--- src/rtl/dds_sweep_ctrl_if.sv ---
// Control/status bundle between a sweep host (master) and dds_sweep_ctrl (slave).
interface dds_sweep_ctrl_if #(
  parameter int DWELL_WIDTH = 16,
  parameter int COUNT_WIDTH = 16
);
  logic                   start;
  logic                   stop;
  logic                   continuous;
  logic [15:0]            start_inc;
  logic [15:0]            stop_inc;
  logic [15:0]            step_inc;
  logic [DWELL_WIDTH-1:0] dwell_cycles;
  logic [15:0]            dds_phase_inc;
  logic                   dds_enable;
  logic                   busy;
  logic                   done;
  logic [COUNT_WIDTH-1:0] sweep_count;

  modport master (
    output start, stop, continuous, start_inc, stop_inc, step_inc, dwell_cycles,
    input  dds_phase_inc, dds_enable, busy, done, sweep_count
  );

  modport slave (
    input  start, stop, continuous, start_inc, stop_inc, step_inc, dwell_cycles,
    output dds_phase_inc, dds_enable, busy, done, sweep_count
  );
endinterface

--- src/rtl/dds_sweep_ctrl.sv ---
// Linear phase-increment sweep generator feeding a DDS; sawtooth by default,
// up-then-down triangle when DDS_SWEEP_TRIANGLE_EN is defined.
module dds_sweep_ctrl #(
  parameter int DWELL_WIDTH = 16,
  parameter int COUNT_WIDTH = 16
) (
  input  logic              clock,
  input  logic              reset,
  dds_sweep_ctrl_if.slave   bus
);

`ifdef DDS_SWEEP_TRIANGLE_EN
  typedef enum logic [1:0] {IDLE, RAMP, RAMP_BACK} state_t;
`else
  typedef enum logic [1:0] {IDLE, RAMP} state_t;
`endif

  state_t                 state_q, state_d;
  logic [15:0]            cur_q, cur_d;
  logic [15:0]            start_q, start_d;
  logic [15:0]            stop_q, stop_d;
  logic [15:0]            step_q, step_d;
  logic [DWELL_WIDTH-1:0] dwell_q, dwell_d;
  logic [DWELL_WIDTH-1:0] cnt_q, cnt_d;
  logic                   up_q, up_d;
  logic                   run_q, run_d;
  logic                   done_q, done_d;
  logic [COUNT_WIDTH-1:0] count_q, count_d;
  logic                   sweep_end;
  logic [DWELL_WIDTH-1:0] dwell_eff;

  // One step toward target in 17-bit arithmetic; overshoot, overflow or underflow clamps.
  function automatic logic [15:0] step_toward(input logic [15:0] cur, input logic [15:0] step,
                                              input logic [15:0] target, input logic up);
    logic [16:0] res;
    logic        clamp;
    if (up) begin
      res   = {1'b0, cur} + {1'b0, step};
      clamp = res[16] || (res[15:0] >= target);
    end else begin
      res   = {1'b0, cur} - {1'b0, step};
      clamp = res[16] || (res[15:0] <= target);
    end
    return clamp ? target : res[15:0];
  endfunction

  assign dwell_eff = (bus.dwell_cycles == '0) ? DWELL_WIDTH'(1) : bus.dwell_cycles;

  always_comb begin
    state_d   = state_q;
    cur_d     = cur_q;
    start_d   = start_q;
    stop_d    = stop_q;
    step_d    = step_q;
    dwell_d   = dwell_q;
    cnt_d     = cnt_q;
    up_d      = up_q;
    run_d     = run_q;
    done_d    = 1'b0;
    count_d   = count_q;
    sweep_end = 1'b0;

    case (state_q)
      IDLE: begin
        if (bus.start && !bus.stop) begin
          state_d = RAMP;
          cur_d   = bus.start_inc;
          start_d = bus.start_inc;
          stop_d  = bus.stop_inc;
          step_d  = bus.step_inc;
          dwell_d = dwell_eff;
          cnt_d   = dwell_eff - DWELL_WIDTH'(1);
          up_d    = (bus.start_inc <= bus.stop_inc);
          run_d   = 1'b1;
          count_d = '0;
        end
      end
      RAMP: begin
        if (bus.stop) begin
          state_d = IDLE;
          run_d   = 1'b0;
        end else if (cnt_q != '0) begin
          cnt_d = cnt_q - DWELL_WIDTH'(1);
        end else if (cur_q == stop_q || step_q == '0) begin
`ifdef DDS_SWEEP_TRIANGLE_EN
          if (step_q == '0 || start_q == stop_q) begin
            sweep_end = 1'b1;
          end else begin
            state_d = RAMP_BACK;
            cur_d   = step_toward(cur_q, step_q, start_q, !up_q);
            cnt_d   = dwell_q - DWELL_WIDTH'(1);
          end
`else
          sweep_end = 1'b1;
`endif
        end else begin
          cur_d = step_toward(cur_q, step_q, stop_q, up_q);
          cnt_d = dwell_q - DWELL_WIDTH'(1);
        end
      end
`ifdef DDS_SWEEP_TRIANGLE_EN
      RAMP_BACK: begin
        if (bus.stop) begin
          state_d = IDLE;
          run_d   = 1'b0;
        end else if (cnt_q != '0) begin
          cnt_d = cnt_q - DWELL_WIDTH'(1);
        end else if (cur_q == start_q) begin
          sweep_end = 1'b1;
        end else begin
          cur_d = step_toward(cur_q, step_q, start_q, !up_q);
          cnt_d = dwell_q - DWELL_WIDTH'(1);
        end
      end
`endif
      default: begin
        state_d = IDLE;
        run_d   = 1'b0;
      end
    endcase

    // Continuous mode restarts with no gap cycle and suppresses done.
    if (sweep_end) begin
      count_d = count_q + COUNT_WIDTH'(1);
      if (bus.continuous) begin
        state_d = RAMP;
        cur_d   = start_q;
        cnt_d   = dwell_q - DWELL_WIDTH'(1);
      end else begin
        state_d = IDLE;
        run_d   = 1'b0;
        done_d  = 1'b1;
      end
    end
  end

  always_ff @(posedge clock or posedge reset) begin
    if (reset) begin
      state_q <= IDLE;
      cur_q   <= '0;
      start_q <= '0;
      stop_q  <= '0;
      step_q  <= '0;
      dwell_q <= '0;
      cnt_q   <= '0;
      up_q    <= 1'b0;
      run_q   <= 1'b0;
      done_q  <= 1'b0;
      count_q <= '0;
    end else begin
      state_q <= state_d;
      cur_q   <= cur_d;
      start_q <= start_d;
      stop_q  <= stop_d;
      step_q  <= step_d;
      dwell_q <= dwell_d;
      cnt_q   <= cnt_d;
      up_q    <= up_d;
      run_q   <= run_d;
      done_q  <= done_d;
      count_q <= count_d;
    end
  end

  assign bus.dds_phase_inc = cur_q;
  assign bus.dds_enable    = run_q;
  assign bus.busy          = run_q;
  assign bus.done          = done_q;
  assign bus.sweep_count   = count_q;

endmodule

--- src/flat_wrapper.sv ---
// flat-port wrapper written by rule: the top's interface ports become plain ports
module dds_sweep_ctrl_flat 
#(
  parameter int DWELL_WIDTH = 16,
  parameter int COUNT_WIDTH = 16
)
  (clock, reset, bus_start, bus_stop, bus_continuous, bus_start_inc, bus_stop_inc, bus_step_inc, bus_dwell_cycles, bus_dds_phase_inc, bus_dds_enable, bus_busy, bus_done, bus_sweep_count);
  dds_sweep_ctrl_if #(.DWELL_WIDTH(DWELL_WIDTH), .COUNT_WIDTH(COUNT_WIDTH)) bus_i ();
  input  logic clock;
  input  logic reset;
  input wire logic [$bits(bus_i.start)-1:0] bus_start;
  input wire logic [$bits(bus_i.stop)-1:0] bus_stop;
  input wire logic [$bits(bus_i.continuous)-1:0] bus_continuous;
  input wire logic [$bits(bus_i.start_inc)-1:0] bus_start_inc;
  input wire logic [$bits(bus_i.stop_inc)-1:0] bus_stop_inc;
  input wire logic [$bits(bus_i.step_inc)-1:0] bus_step_inc;
  input wire logic [$bits(bus_i.dwell_cycles)-1:0] bus_dwell_cycles;
  output wire logic [$bits(bus_i.dds_phase_inc)-1:0] bus_dds_phase_inc;
  output wire logic [$bits(bus_i.dds_enable)-1:0] bus_dds_enable;
  output wire logic [$bits(bus_i.busy)-1:0] bus_busy;
  output wire logic [$bits(bus_i.done)-1:0] bus_done;
  output wire logic [$bits(bus_i.sweep_count)-1:0] bus_sweep_count;
  assign bus_i.start = bus_start;
  assign bus_i.stop = bus_stop;
  assign bus_i.continuous = bus_continuous;
  assign bus_i.start_inc = bus_start_inc;
  assign bus_i.stop_inc = bus_stop_inc;
  assign bus_i.step_inc = bus_step_inc;
  assign bus_i.dwell_cycles = bus_dwell_cycles;
  assign bus_dds_phase_inc = bus_i.dds_phase_inc;
  assign bus_dds_enable = bus_i.dds_enable;
  assign bus_busy = bus_i.busy;
  assign bus_done = bus_i.done;
  assign bus_sweep_count = bus_i.sweep_count;
  dds_sweep_ctrl #(.DWELL_WIDTH(DWELL_WIDTH), .COUNT_WIDTH(COUNT_WIDTH)) u_core (.clock(clock), .reset(reset), .bus(bus_i));
endmodule
--- config.mk ---
export PLATFORM = sky130hd
export DESIGN_NAME = dds_sweep_ctrl_flat
export DESIGN_NICKNAME = d
export VERILOG_FILES = /design/src/rtl/dds_sweep_ctrl_if.sv /design/src/rtl/dds_sweep_ctrl.sv /design/src/flat_wrapper.sv
export SDC_FILE = /design/constraint.sdc
export NUM_CORES = 1
export LEC_CHECK = 0
export CAP_MARGIN = 20
export CORE_UTILIZATION = 55
export DETAILED_ROUTE_END_ITERATION = 8
export HOLD_SLACK_MARGIN = 0.15
export PLACE_DENSITY = 0.87
export SLEW_MARGIN = 0
export SYNTH_ARGS = -nofsm -noshare
export SYNTH_HDL_FRONTEND = slang
export SYNTH_SLANG_ARGS = --single-unit
export TNS_END_PERCENT = 5
--- constraint.sdc ---
create_clock -name clock -period 8.1 [get_ports clock]
set_input_delay 1.62 -clock clock [delete_from_list [all_inputs] [get_ports clock]]
set_output_delay 1.62 -clock clock [all_outputs]
set_load 0.05 [all_outputs]
# After elaboration in Yosys (flattened, before gate mapping)
# Cells that the tools add are included.
dict set report totals {
  mem_bits_rw 0
  register_bits 117
  out_inout_bits 35
  word_cells 79
  latch_bits 0
  inputBits 69
  n_memories 0
  mem_bits_ro 0
}
dict set report op_classes {
  muxes 41
  div_mod_pow 0
  n_eq_ne 4
  n_shift 0
  addsub 6
  n_reduce_logical 14
  mul 0
  bitwise_logic 0
  n_lt_le_gt_ge 3
}
# operator count
set ops {}
lappend ops {{two-way mux 16 bit} 18}
lappend ops {{case mux 16 bit (2 select lines)} 2}
lappend ops {{subtractor 16 x 1 -> 16 bit (second input constant)} 3}
lappend ops {{<= comparator 16 bit} 2}
lappend ops {{logical NOT 16 bit} 2}
lappend ops {{adder 16 x 16 -> 17 bit} 1}
lappend ops {{subtractor 16 x 16 -> 17 bit} 1}
lappend ops {{adder 16 x 1 -> 16 bit (second input constant)} 1}
lappend ops {{equality test 16 bit} 1}
lappend ops {{greater-or-equal comparator 16 bit} 1}
lappend ops {{two-way mux 1 bit} 16}
lappend ops {{nonzero test 16 bit} 1}
lappend ops {{two-way mux 2 bit} 3}
lappend ops {{AND reduction 2 bit} 3}
lappend ops {{case mux 2 bit (2 select lines)} 1}
lappend ops {{nonzero test 2 bit} 2}
lappend ops {{logical OR 1 bit} 3}
lappend ops {{!= test 3 x 1 -> 1 bit (second input constant)} 1}
lappend ops {{!= test 3 x 2 -> 1 bit (second input constant)} 1}
lappend ops {{equality test 2 x 1 -> 1 bit (second input constant)} 1}
lappend ops {{logical NOT 2 bit} 1}
lappend ops {{case mux 1 bit (2 select lines)} 1}
lappend ops {{logical AND 1 bit} 1}
lappend ops {{logical NOT 1 bit} 1}

# Longest topological paths before layout
dict set report depth {
  depth_word 15
  depth_mapped 23
  mapped_depth_nobuf 21
}

# Worst setup path after synthesis
# OpenSTA, ideal clock, no wires.
dict set report synth_timing {
  path_kind {register -> register}
  start {register u_core.cur_q[0] (netlist: u_core.bus.dds_phase_inc[0])}
  end {register u_core.cur_q[5] (netlist: u_core.bus.dds_phase_inc[5])}
  slack_ns 3.530
  stages_incl_launch_ff 24
  arrival_ns 4.446
  required_time_ns 7.976
  n_path_buf 2
  cell_sequence {dfrtp_1 -> inv_1 -> ha_1 -> inv_1 -> fa_1 -> a211oi_1 -> o21ai_1 -> a41oi_2 -> o31ai_1 -> a21oi_1 -> nor2_1 -> nor2_1 -> xnor2_1 -> ha_1 -> nand4_1 -> or3_1 -> a21o_1 -> o211ai_1 -> and3_1 -> a21o_1 -> buf_2 -> buf_2 -> mux2i_1 -> a211o_1}
}
dict set report synth_via {
  elab_chain_len 15
}
# element line_no
set synth_lines {}
lappend synth_lines {{start: declaration} dds_sweep_ctrl.sv:19} ;# logic [15:0] cur_q, cur_d;
lappend synth_lines {{start signal: assignment} dds_sweep_ctrl.sv:152} ;# cur_q <= cur_d;
lappend synth_lines {{subtractor 16 x 16 -> 17 bit or adder 16 x 16 -> 17 bit (tied branches)} {dds_sweep_ctrl.sv:41, dds_sweep_ctrl.sv:38}}
lappend synth_lines {{<= comparator 16 bit or greater-or-equal comparator 16 bit (tied branches)} {dds_sweep_ctrl.sv:42, dds_sweep_ctrl.sv:39}}
lappend synth_lines {{logical OR 1 bit, on equally long branches} {dds_sweep_ctrl.sv:42, dds_sweep_ctrl.sv:39}}
lappend synth_lines {{two-way mux 1 bit} dds_sweep_ctrl.sv:37} ;# if (up) begin
lappend synth_lines {{two-way mux 1 bit} dds_sweep_ctrl.sv:84} ;# end else if (cur_q == stop_q || step_q == '0) begin
lappend synth_lines {{two-way mux 1 bit} dds_sweep_ctrl.sv:82} ;# end else if (cnt_q != '0) begin
lappend synth_lines {{two-way mux 1 bit} dds_sweep_ctrl.sv:79} ;# if (bus.stop) begin
lappend synth_lines {{two-way mux 1 bit} dds_sweep_ctrl.sv:63} ;# case (state_q)
lappend synth_lines {{two-way mux 16 bit} dds_sweep_ctrl.sv:44} ;# return clamp ? target : res[15:0];
lappend synth_lines {{two-way mux 16 bit} dds_sweep_ctrl.sv:84}
lappend synth_lines {{two-way mux 16 bit} dds_sweep_ctrl.sv:82}
lappend synth_lines {{two-way mux 16 bit} dds_sweep_ctrl.sv:79}
lappend synth_lines {{case mux 16 bit (2 select lines)} dds_sweep_ctrl.sv:63}
lappend synth_lines {{two-way mux 16 bit} dds_sweep_ctrl.sv:125} ;# if (bus.continuous) begin
lappend synth_lines {{two-way mux 16 bit *} dds_sweep_ctrl.sv:123} ;# if (sweep_end) begin
lappend synth_lines {{net u_core.cur_d[5]} dds_sweep_ctrl.sv:19}
# The timed path passes the listed nets; every way through them passes the cells marked *. The select of a mux whose other input is x is not followed.
# A chain may end at the register's enable or synchronous reset.

# Worst setup path after layout
dict set report layout_timing {
  start {register u_core.cur_q[0] (netlist: u_core.bus.dds_phase_inc[0])}
  end {register u_core.cur_q[6] (netlist: u_core.bus.dds_phase_inc[6])}
}
# The elaborated chain is that of the path after synthesis.

==> flow_metrics.env <==
export IMPL_cts_buffers=17
export IMPL_cts_setup_buffers=0
export IMPL_worstPathArrival_ns=5.48
export IMPL_tns_ns=0
export IMPL_grt_use_total=0.329
export IMPL_die_y_um=132
export IMPL_clock_latency_ns=0.42
export IMPL_dpl_hpwl_um=20400
export IMPL_drive_gt1_frac=0.0538
export IMPL_path_clk_slew_ns=0.06
export IMPL_syn_area_mm2=0.00924
export IMPL_post_route_period_util=0.635
export IMPL_synth_area_leaders="dfrtp_1 31%, ha_1 11%, nand2_1 7.9%, o21ai_0 5.5%, a21oi_1 4.0%"
export IMPL_period_needed_ns=5.15
export IMPL_final_common_cell="nand2_1"
export IMPL_cp_required_ns=8.43
export IMPL_fmax_ghz=0.194
export IMPL_drv_slew=0
export IMPL_yosysTopAreaCell="dfrtp_1"
export IMPL_slowest_delay_ns=0.59
export IMPL_crit_family="compound AO/OA/AOI/OAI gates"
export IMPL_cts_tree="yes"
export IMPL_syn2layout_area_growth_pct=19.7
export IMPL_drtIter0Drc=1264
export IMPL_synth_edff_count=0
export IMPL_num_antenna_cells=0
export IMPL_final_hold_viol_count=0
export IMPL_routed_wl_um=28200
export IMPL_h_tree_depth=4
export IMPL_fp_dieW_um=132
export IMPL_async_flop_share=1.00
export IMPL_ys_flop_type="dfrtp_1"
export IMPL_setup_viol=0
export IMPL_grt_first_pass_wirelength_um=45200
export IMPL_die_area_mm2=0.0173
export IMPL_postCtsResizedCells=0
export IMPL_critical_path_class="reg -> reg"
export IMPL_crit_slowest_cell="a21o_1"
export IMPL_skew_ns=0.0125
export IMPL_cp_cell_sequence="inv_1, ha_1, inv_1, fa_1, a211oi_1, o21ai_1, a41oi_2, o31ai_1, a21oi_1, nor2_1, nor2_1, xnor2_1, ha_1, nand4_1, or3_1, a21o_1, o211ai_1, and3_1, a21o_1, mux2_2, o21ai_0"
export IMPL_ys_warn_count=0
export IMPL_grt_overflow=0
export IMPL_port_buffers=103
export IMPL_syn_inst=1150
export IMPL_clock_sinks=116
export IMPL_cap_violations=0
export IMPL_io_pins=104
export IMPL_ir_drop_mv=0.168
export IMPL_yosysSeqAreaShare=0.314
export IMPL_synth_area_per_cell_um2=8.04
export IMPL_cp_max_fo=16
export IMPL_ant_nets=0
export IMPL_remaining_drc_errors=2
export IMPL_via_per_inst=6.36
export IMPL_timing_slew_headroom=0.329
export IMPL_crit_buf_inv=2
export IMPL_layout_common_cells="194 x nand2_1, 116 x dfrtp_1, 103 x clkdlybuf4s50_1, 101 x o21ai_0, 84 x ha_1"
export IMPL_num_nets_final=1387
export IMPL_dr_total_vias=9315
export IMPL_rows=47
export IMPL_cts_hold_repair_buffers=0
export IMPL_synth_fp_nets=1305
export IMPL_rsz0062_at_grt="no"
export IMPL_antenna_found_initial=0
export IMPL_synth_cell_types=69
export IMPL_cp_start_kind="flip-flop"
export IMPL_status="finished with violations"
export IMPL_finalPower_w=0.00289
export IMPL_initial_core_util=0.561
export IMPL_grt_max_degree=71
export IMPL_grt_pass1_vias=8599
export IMPL_violations="DRC"
export IMPL_hold_class="reg -> reg"
export IMPL_yosys_area_top_type_share=0.314
export IMPL_drtPass1Iterations=8
export IMPL_cts_root_buf="clkbuf_16"
export IMPL_end_kind="flip-flop"
export IMPL_p_leak_nw=4.96
export IMPL_avgRoutedWirePerCell_um=19.3
export IMPL_worst_slew_pin_slew_ns=1.00
export IMPL_ys_seq_elements=116
export IMPL_coreArea_mm2=0.0165
export IMPL_clockBufferDepth=2
export IMPL_pwr_density_cell_mw_per_mm2=261
export IMPL_place_gp_congestion=0.956
[flip-flops by register name, indices dropped and copies added (netlist names)]
signal	flops
u_core.bus.busy	1
u_core.bus.dds_phase_inc	16
u_core.bus.done	1
u_core.bus.sweep_count	16
u_core.cnt_q	16
u_core.dwell_q	16
u_core.start_q	16
u_core.state_q	1
u_core.step_q	16
u_core.stop_q	16
u_core.up_q	1
[logic make-up after synthesis]
logic type                 after synthesis  share of synthesized area
xor gates and xnor gates                73                     0.0692
adders and majority gates               86                      0.118
muxes                                   21                     0.0237
DFF                                    116                      0.314
AOI/OAI and AO/OA                      304                      0.206
and+or+nand+nor                        425                      0.216
buffers and inverters                  125                     0.0525
[cell usage after synthesis, types with 9 or more instances]
library cell  count
nor2_1           75
buf_2            10
and3_1           11
xor2_1           31
nor3_1           28
mux2i_1          14
nand2b_1         12
nor2b_1          13
nor4_1           15
a211oi_1         10
a21oi_1          74
o21ai_0         101
clkbuf_1         33
a21o_1           17
ha_1             84
nand4_1          15
a22oi_1           9
xnor2_1          42
inv_1            75
a31oi_1          10
a22o_1           10
dfrtp_1         116
nand2_1         194
nand3_1          20
o211ai_1         12
[path summary, 6_finish.rpt]
path                                             start                          end  slack [ns]  depth (start not counted)
hold / removal                       u_core.start_q[1]            u_core.start_q[1]        0.48                          2
setup reg to reg           u_core.bus.dds_phase_inc[0]  u_core.bus.dds_phase_inc[6]        2.95                         21
max in group asynchronous                        reset                  u_core.up_q        5.11                          3
setup / recovery           u_core.bus.dds_phase_inc[0]  u_core.bus.dds_phase_inc[6]        2.95                         21
hold reg to reg                      u_core.start_q[1]            u_core.start_q[1]        0.48                          2
min in group asynchronous                        reset             u_core.cnt_q[10]        1.67                          2
[worst register-to-register path: stages (launching register included)]
cell      delay (ns)
dfrtp_1         0.42
inv_1           0.11
ha_1            0.17
inv_1           0.05
fa_1            0.42
a211oi_1        0.31
o21ai_1         0.18
a41oi_2         0.34
o31ai_1         0.17
a21oi_1         0.17
nor2_1          0.05
nor2_1          0.15
xnor2_1         0.09
ha_1            0.30
nand4_1         0.13
or3_1           0.35
a21o_1          0.17
o211ai_1        0.08
and3_1          0.22
a21o_1          0.59
mux2_2          0.41
o21ai_0         0.16
[layout make-up]
type | instances | area [um^2]
Clock buffer | 19 | 433
Tap cell | 220 | 275
Inverter | 75 | 284
Timing Repair Buffer | 113 | 1110
Fill cell | 1333 | 5400
Multi-Input combinational cell | 909 | 5860
Clock inverter | 13 | 196
Sequential cell | 116 | 2900
[power by group]
part	internal [W]	switching, W	total (W)	leakage [nW]
sequential	0.000665	0.000109	0.000774	1.45
clock	0.000520	0.000295	0.000815	0.299
combinational	0.000526	0.000774	0.00130	3.21
[stage by stage]
step           hold WS, ns  instance area [um^2]  worst slack [ns]  instances  utilization
3_5_place_dp         0.463                 10400              3.19       1433        0.634
4_1_cts              0.477                 11100              3.08       1465        0.672
2_1_floorplan        0.446                  9240              3.41       1150            -
3_3_place_gp         0.466                 10400              3.34       1433        0.634
5_1_grt              0.504                 11100              2.63       1465        0.672
6_report             0.479                 11100              2.95       1465        0.672
[layer usage]
metal / part of all wire / wire [um] / vias to the layer above / global-route usage
met5: 0 / 0 / - / 0
li1: - / - / 4237 / -
met4: 0.035 / 996 / 0 / 0.130
met2: 0.44 / 12500 / 580 / 0.503
met3: 0.098 / 2760 / 100 / 0.0471
met1: 0.43 / 12000 / 4398 / 0.467
Note: power is estimated with default switching activity, not from simulation.
